<file path="src/rtl/proc_sequencer_pkg.sv">
// proc_pkg: shared encodings for the register/ALU datapath sequencer
package proc_pkg;

    localparam logic [2:0] OP_MV  = 3'd0;
    localparam logic [2:0] OP_MVI = 3'd1;
    localparam logic [2:0] OP_RSV = 3'd7;

    // The ALU op field equals the opcode for the arithmetic/logic instructions.
    localparam logic [2:0] ALU_NONE = 3'd0;
    localparam logic [2:0] ALU_ADD  = 3'd2;
    localparam logic [2:0] ALU_SUB  = 3'd3;
    localparam logic [2:0] ALU_AND  = 3'd4;
    localparam logic [2:0] ALU_OR   = 3'd5;
    localparam logic [2:0] ALU_SLT  = 3'd6;

    localparam logic [3:0] SEL_R   = 4'd8;
    localparam logic [3:0] SEL_IMM = 4'd9;

    typedef enum logic [2:0] {IDLE, T1, T2, T3, TRAP} state_t;

    function automatic logic is_alu(input logic [2:0] op);
        return op inside {ALU_ADD, ALU_SUB, ALU_AND, ALU_OR, ALU_SLT};
    endfunction

endpackage

</file>
<file path="src/rtl/proc_sequencer_if.sv">
// proc_sequencer_if: instruction handshake and datapath control bundle; illegal exists only with SEQ_ILLEGAL_TRAP_EN
interface proc_sequencer_if;
    logic [15:0] iin;
    logic        instr_valid;
    logic        instr_ready;
    logic [7:0]  reg_enable;
    logic        A_enable;
    logic        R_enable;
    logic [3:0]  selReg;
    logic [2:0]  OpSelect;
    logic        bus_enable;
    logic        done;
`ifdef SEQ_ILLEGAL_TRAP_EN
    logic        illegal;
`endif

    modport master (
`ifdef SEQ_ILLEGAL_TRAP_EN
        input  illegal,
`endif
        output iin, instr_valid,
        input  instr_ready, reg_enable, A_enable, R_enable, selReg, OpSelect, bus_enable, done
    );

    modport slave (
`ifdef SEQ_ILLEGAL_TRAP_EN
        output illegal,
`endif
        input  iin, instr_valid,
        output instr_ready, reg_enable, A_enable, R_enable, selReg, OpSelect, bus_enable, done
    );
endinterface

</file>
<file path="src/rtl/proc_sequencer_reg_onehot.sv">
// reg_onehot: 3-bit register index plus enable to MSB-first one-hot (r0 -> bit 7)
module reg_onehot (
    input  logic [2:0] idx,
    input  logic       en,
    output logic [7:0] onehot
);
    assign onehot = en ? 8'h80 >> idx : 8'h00;
endmodule

</file>
<file path="src/rtl/proc_sequencer.sv">
// proc_sequencer: handshaked multi-cycle controller for the register/ALU datapath; SEQ_ILLEGAL_TRAP_EN turns opcode 111 into a sticky trap
module proc_sequencer
    import proc_pkg::*;
(
    input  logic         clock,
    input  logic         resetn,
    proc_sequencer_if.slave bus
);
    state_t     state, nxt;
    logic [8:0] ir;
    logic       we, ready;
    logic [2:0] op, rx, ry;

    assign op = ir[8:6];
    assign rx = ir[5:3];
    assign ry = ir[2:0];

    // State register and instruction latch; only the opcode/register fields are kept since the immediate goes straight to the datapath.
    always_ff @(posedge clock or negedge resetn) begin
        if (!resetn) begin
            state <= IDLE;
            ir    <= '0;
        end else begin
            state <= nxt;
            if (state == IDLE && bus.instr_valid) ir <= bus.iin[15:7];
        end
    end

    // Next-state and control decode from state and the latched instruction only.
    always_comb begin
        nxt          = IDLE;
        ready        = 1'b0;
        we           = 1'b0;
        bus.A_enable = 1'b0;
        bus.R_enable = 1'b0;
        bus.selReg   = 4'd0;
        bus.OpSelect = ALU_NONE;
        bus.bus_enable = 1'b0;
        bus.done     = 1'b0;
        case (state)
            IDLE: begin
                ready = 1'b1;
                nxt   = bus.instr_valid ? T1 : IDLE;
            end
            T1: begin
                if (op == OP_MV || op == OP_MVI) begin
                    bus.selReg     = op == OP_MV ? {1'b0, ry} : SEL_IMM;
                    we             = 1'b1;
                    bus.bus_enable = 1'b1;
                    bus.done       = 1'b1;
                end else if (is_alu(op)) begin
                    bus.selReg     = {1'b0, rx};
                    bus.A_enable   = 1'b1;
                    bus.bus_enable = 1'b1;
                    nxt            = T2;
                end else begin
`ifdef SEQ_ILLEGAL_TRAP_EN
                    nxt = op == OP_RSV ? TRAP : IDLE;
`else
                    bus.done = op == OP_RSV;
`endif
                end
            end
            T2: begin
                bus.selReg     = {1'b0, ry};
                bus.OpSelect   = op;
                bus.R_enable   = 1'b1;
                bus.bus_enable = 1'b1;
                nxt            = T3;
            end
            T3: begin
                bus.selReg     = SEL_R;
                we             = 1'b1;
                bus.bus_enable = 1'b1;
                bus.done       = 1'b1;
            end
`ifdef SEQ_ILLEGAL_TRAP_EN
            TRAP: nxt = TRAP;
`endif
            default: nxt = IDLE;
        endcase
    end

    assign bus.instr_ready = ready & resetn;
`ifdef SEQ_ILLEGAL_TRAP_EN
    assign bus.illegal = state == TRAP;
`endif

    reg_onehot u_onehot (
        .idx    (rx),
        .en     (we),
        .onehot (bus.reg_enable)
    );
endmodule

</file>
<file path="src/flat_wrapper.sv">
// flat-port wrapper written by rule: the top's interface ports become plain ports
module proc_sequencer_flat import proc_pkg::*;
  (clock, resetn, bus_iin, bus_instr_valid, bus_instr_ready, bus_reg_enable, bus_A_enable, bus_R_enable, bus_selReg, bus_OpSelect, bus_bus_enable, bus_done);
  proc_sequencer_if bus_i ();
  input  logic clock;
  input  logic resetn;
  input wire logic [$bits(bus_i.iin)-1:0] bus_iin;
  input wire logic [$bits(bus_i.instr_valid)-1:0] bus_instr_valid;
  output wire logic [$bits(bus_i.instr_ready)-1:0] bus_instr_ready;
  output wire logic [$bits(bus_i.reg_enable)-1:0] bus_reg_enable;
  output wire logic [$bits(bus_i.A_enable)-1:0] bus_A_enable;
  output wire logic [$bits(bus_i.R_enable)-1:0] bus_R_enable;
  output wire logic [$bits(bus_i.selReg)-1:0] bus_selReg;
  output wire logic [$bits(bus_i.OpSelect)-1:0] bus_OpSelect;
  output wire logic [$bits(bus_i.bus_enable)-1:0] bus_bus_enable;
  output wire logic [$bits(bus_i.done)-1:0] bus_done;
  assign bus_i.iin = bus_iin;
  assign bus_i.instr_valid = bus_instr_valid;
  assign bus_instr_ready = bus_i.instr_ready;
  assign bus_reg_enable = bus_i.reg_enable;
  assign bus_A_enable = bus_i.A_enable;
  assign bus_R_enable = bus_i.R_enable;
  assign bus_selReg = bus_i.selReg;
  assign bus_OpSelect = bus_i.OpSelect;
  assign bus_bus_enable = bus_i.bus_enable;
  assign bus_done = bus_i.done;
  proc_sequencer u_core (.clock(clock), .resetn(resetn), .bus(bus_i));
endmodule
</file>
<file path="config.mk">
export PLATFORM = sky130hd
export DESIGN_NAME = proc_sequencer_flat
export DESIGN_NICKNAME = d
export VERILOG_FILES = /design/src/rtl/proc_sequencer_pkg.sv /design/src/rtl/proc_sequencer_if.sv /design/src/rtl/proc_sequencer_reg_onehot.sv /design/src/rtl/proc_sequencer.sv /design/src/flat_wrapper.sv
export SDC_FILE = /design/constraint.sdc
export NUM_CORES = 1
export LEC_CHECK = 0
export CORE_UTILIZATION = 37
export CTS_CLUSTER_DIAMETER = 30
export CTS_CLUSTER_SIZE = 12
export DETAILED_ROUTE_END_ITERATION = 10
export MAX_ROUTING_LAYER = met4
export PLACE_DENSITY = 0.87
export SETUP_SLACK_MARGIN = 0.1
export SLEW_MARGIN = 25
export SYNTH_ARGS = -nofsm -noshare
export SYNTH_HDL_FRONTEND = slang
export SYNTH_SLANG_ARGS = --single-unit
</file>
<file path="constraint.sdc">
create_clock -name clock -period 2.19 [get_ports clock]
set_input_delay 0.3285 -clock clock [delete_from_list [all_inputs] [get_ports clock]]
set_output_delay 0.3285 -clock clock [all_outputs]
set_load 0.03 [all_outputs]
</file>
==> out/results.txt <==
At the worst endpoint, the arrival time is 1.76 ns. In this run, placement finished with an instance count of 124. The synthesized design contains 0 enable-type register cells.

The logs give 0.00685 ns for the worst clock skew on the final layout and 1030 um^2 for the total placed instance area. Counting the buffers created by CTS gives 3. For the pin with the worst max-slew slack, the measured transition is 0.554 ns. Routability congestion estimate from global placement: 0.747. The routed layout has 661 vias. For this run the aggregate overflow at the end of global routing stands at 0.

The worst register-to-register path ends at u_core.ir[5]. Among all flip-flop cells after synthesis, the most frequent one is sky130_fd_sc_hd__dfrtp_1. Overall power consumption after layout is estimated at 1.87 mW. In this run the horizontal extent of the chip is 45.1 um. After clock tree synthesis, the clock-pin slew on the worst setup and hold paths is 0.07 ns.

The total leakage power is 0.581 nW, and the number of max-slew violations in the final report is 0. CTS placed an instance of sky130_fd_sc_hd__clkbuf_4 at the clock tree root. The depth of the worst register-to-register path is 3, and the delay of the slowest critical-path stage is 0.39 ns. 0 antenna diodes ended up in the layout. Once detail routing completed, the nets flagged for antenna violations numbered 0.

The clock period minus final worst setup slack came out at 2.09 ns. The worst path uses 95.3% of the clock period. For this block, the initial DRC count from the detailed router was 9. The cell seen most often among critical-path stages is sky130_fd_sc_hd__buf_6.

In this run the worst hold path is classified as input port to async pin. Standard cell core area: 1730 um^2. The count of warnings emitted by yosys came out at 0.

For this design the top-level I/O count stands at 39. STA classifies the critical path endpoint as a primary output. Global routing used 20.9% of the available tracks across all layers. The run finished with clean final reports. By count the netlist is led by sky130_fd_sc_hd__dfrtp_1, sky130_fd_sc_hd__nor2_1, sky130_fd_sc_hd__inv_1, sky130_fd_sc_hd__mux2_4. The worst-path maximum fanout was 5. The number of iterations in the first detailed-routing pass is 4, and the buffer depth of the longest clock path is 2. Dividing the detail-routed wire length by the instance count gives 13.2 um.

The number of rows in the core area is 15, and the fraction of synthesized cell area taken by the top area cell type is 40.1%. In the final layout, the share of cells above drive strength 1 is 43.6%. The count of final hold-check violations is 0. Setup slack on the worst flop-to-flop path: 0.57 ns.

Walking the worst path, the cells encountered are buf_6, nand3b_4, a2111oi_4, buf_4, a22o_1, buf_6. Synthesized cell area: 687 um^2. The finished cells cover 1160 um^2. TritonCTS built the clock tree. The launch instance of the worst register-to-register path is u_core.state[1]. At the worst endpoint, the required time is 1.86 ns. Power spread over the standard cell area amounts to 1620 nW/um^2.

The deepest level of the CTS H-tree was 1; the maximum number of pins on one net before global-route repair was 12. The clock insertion delay at the later pin of the skew report is 0.27 ns. The net count of the finished layout is 131. Die area: 2030 um^2. Layout overhead on the synthesized area: 68.3%. The proportion of synthesized chip area in sequential cells was 40.1%; the y dimension of the die was 45.1 um. Static timing analysis puts the maximum clock frequency at 0.479 GHz.

Across the VDD grid, the largest voltage drop is 0.879 mV. Each instance of the synthesized netlist takes up on average 10.6 um^2. The run gives 0.102 ns as the worst path setup slack after routing. The worst setup path category was register to primary output. Adding up every negative setup slack in the final design gives 0 ns.

OpenSTA, run right after detailed placement, puts the worst setup slack at 0.122 ns. Synthesis produced a netlist with a net count of 85. For this design, the slowest cell found on the critical path is sky130_fd_sc_hd__dfrtp_1. The run gives 11 as the number of clock sinks. Yosys attributes the largest share of cell area to sky130_fd_sc_hd__dfrtp_1, sky130_fd_sc_hd__mux2_4, sky130_fd_sc_hd__mux2_2. After synthesis, the share of flip-flops with an asynchronous set or reset is 100%. The number of global-route vias before repair came out at 660.

The tools report the count of non-filler cells in the finished layout as 135. Kind of launch point of the worst setup path: a register. After synthesis, the netlist uses 26 different library cells. After technology mapping, the gate count stands at 65.

The flip-flop and latch count after synthesis came out at 11. Setup repair after global routing could not meet its margin everywhere. The tools report the global-route wire length before repair as 2840 um.

The wire-length estimate of the detail-placed layout is 1330 um. The worst pin sits at a relative slew slack of 63.1%. The final layout contains routed wiring with a total length of 1790 um.

The number of vias per cell after detailed routing is 4.90, and the DRC violation count after routing is 0. For the number of antenna violations at the first check in global routing, the log shows 0. The initial utilization of the core area, before any placement, comes to 39.8%.

The largest total area in the synthesized netlist belongs to sky130_fd_sc_hd__dfrtp_1. Setup violations remaining at the end of the flow were counted as 0. The number of violations of the max-capacitance limit is 0, and the number of port buffers is 31.
==> worst max path at each step <==
stage | from | end | slack, ns
2_1_floorplan | u_core.ir[7] | bus_selReg[1] | 0.02
3_3_place_gp | u_core.ir[8] | bus_reg_enable[3] | 0.11
3_5_place_dp | u_core.ir[8] | bus_reg_enable[3] | 0.12
4_1_cts | u_core.ir[7] | bus_selReg[2] | 0.05
5_1_grt | u_core.ir[7] | bus_selReg[1] | -0.002
6_report | u_core.ir[6] | bus_selReg[1] | 0.10
==> registers in the layout, indices dropped and copies added (netlist names) <==
signal        cells
u_core.ir         9
u_core.state      2
==> repair_timing <==
item                                    4_1_cts  5_1_grt
endpoints found under the setup margin       15        8
buffers inserted                              5        2
gates resized for setup                      19       12
hold buffers                                  0        0
pin swaps                                     2        1
==> cells by family after synthesis <==
| logic type | Yosys count | synth area share [%] |
|---|---|---|
| AOI/OAI and AO/OA | 10 | 13.1 |
| DFF | 11 | 40.1 |
| muxes | 9 | 17.5 |
| adders and majority gates | 1 | 1.82 |
| and+or+nand+nor | 28 | 23.1 |
| buffers and inverters | 6 | 4.37 |
==> layer usage <==
metal	vias up	GRT usage, %	routed length, um
li1	317	-	-
met1	319	25.4	769
met2	23	33.0	907
met3	2	3.20	100
met4	0	11.5	9
met5	-	-	0
==> power breakdown <==
part           internal, mW  total [mW]  leakage [nW]  switching, mW
Clock                0.0705       0.136        0.0150         0.0654
Sequential            0.309       0.432         0.128          0.123
Combinational         0.637        1.31         0.438          0.670
Total                  1.02        1.87         0.581          0.859
==> cell type report <==
class | instances | area [um^2]
Clock buffer | 4 | 26.3
Fill cell | 145 | 571
Timing Repair Buffer | 42 | 389
Inverter | 5 | 21.3
Multi-Input combinational cell | 48 | 410
Sequential cell | 11 | 278
Tap cell | 25 | 31.3
==> worst max-delay path, delay by kind of cell, from the launching register on <==
kind | cells | cell delay (ns)
and+or+nand+nor | 1 | 0.16
AOI/OAI and AO/OA | 2 | 0.49
DFF | 1 | 0.39
buffers and inverters | 3 | 0.46
==> layout by cell type (no fill, tap or decap), types with 2 or more instances in the layout <==
cell type / instances
sky130_fd_sc_hd__and2_1: 3
sky130_fd_sc_hd__clkdlybuf4s50_1: 11
sky130_fd_sc_hd__nand2b_1: 4
sky130_fd_sc_hd__dlymetal6s2s_1: 2
sky130_fd_sc_hd__mux2_2: 4
sky130_fd_sc_hd__dfrtp_1: 9
sky130_fd_sc_hd__a21oi_1: 2
sky130_fd_sc_hd__clkbuf_4: 3
sky130_fd_sc_hd__inv_1: 3
sky130_fd_sc_hd__dfrtp_2: 2
sky130_fd_sc_hd__nor2_1: 11
sky130_fd_sc_hd__mux2_4: 5
sky130_fd_sc_hd__buf_4: 13
sky130_fd_sc_hd__buf_6: 8
sky130_fd_sc_hd__dlygate4sd2_1: 7
==> through the flow <==
step           hold WS (ns)  utilization (%)
4_1_cts               0.393             63.9
6_report              0.386             67.0
5_1_grt               0.404             67.0
3_5_place_dp          0.501             59.6
2_1_floorplan        0.0329                -
3_3_place_gp          0.492             59.6
No activity file was read; power rests on OpenSTA's default activity.
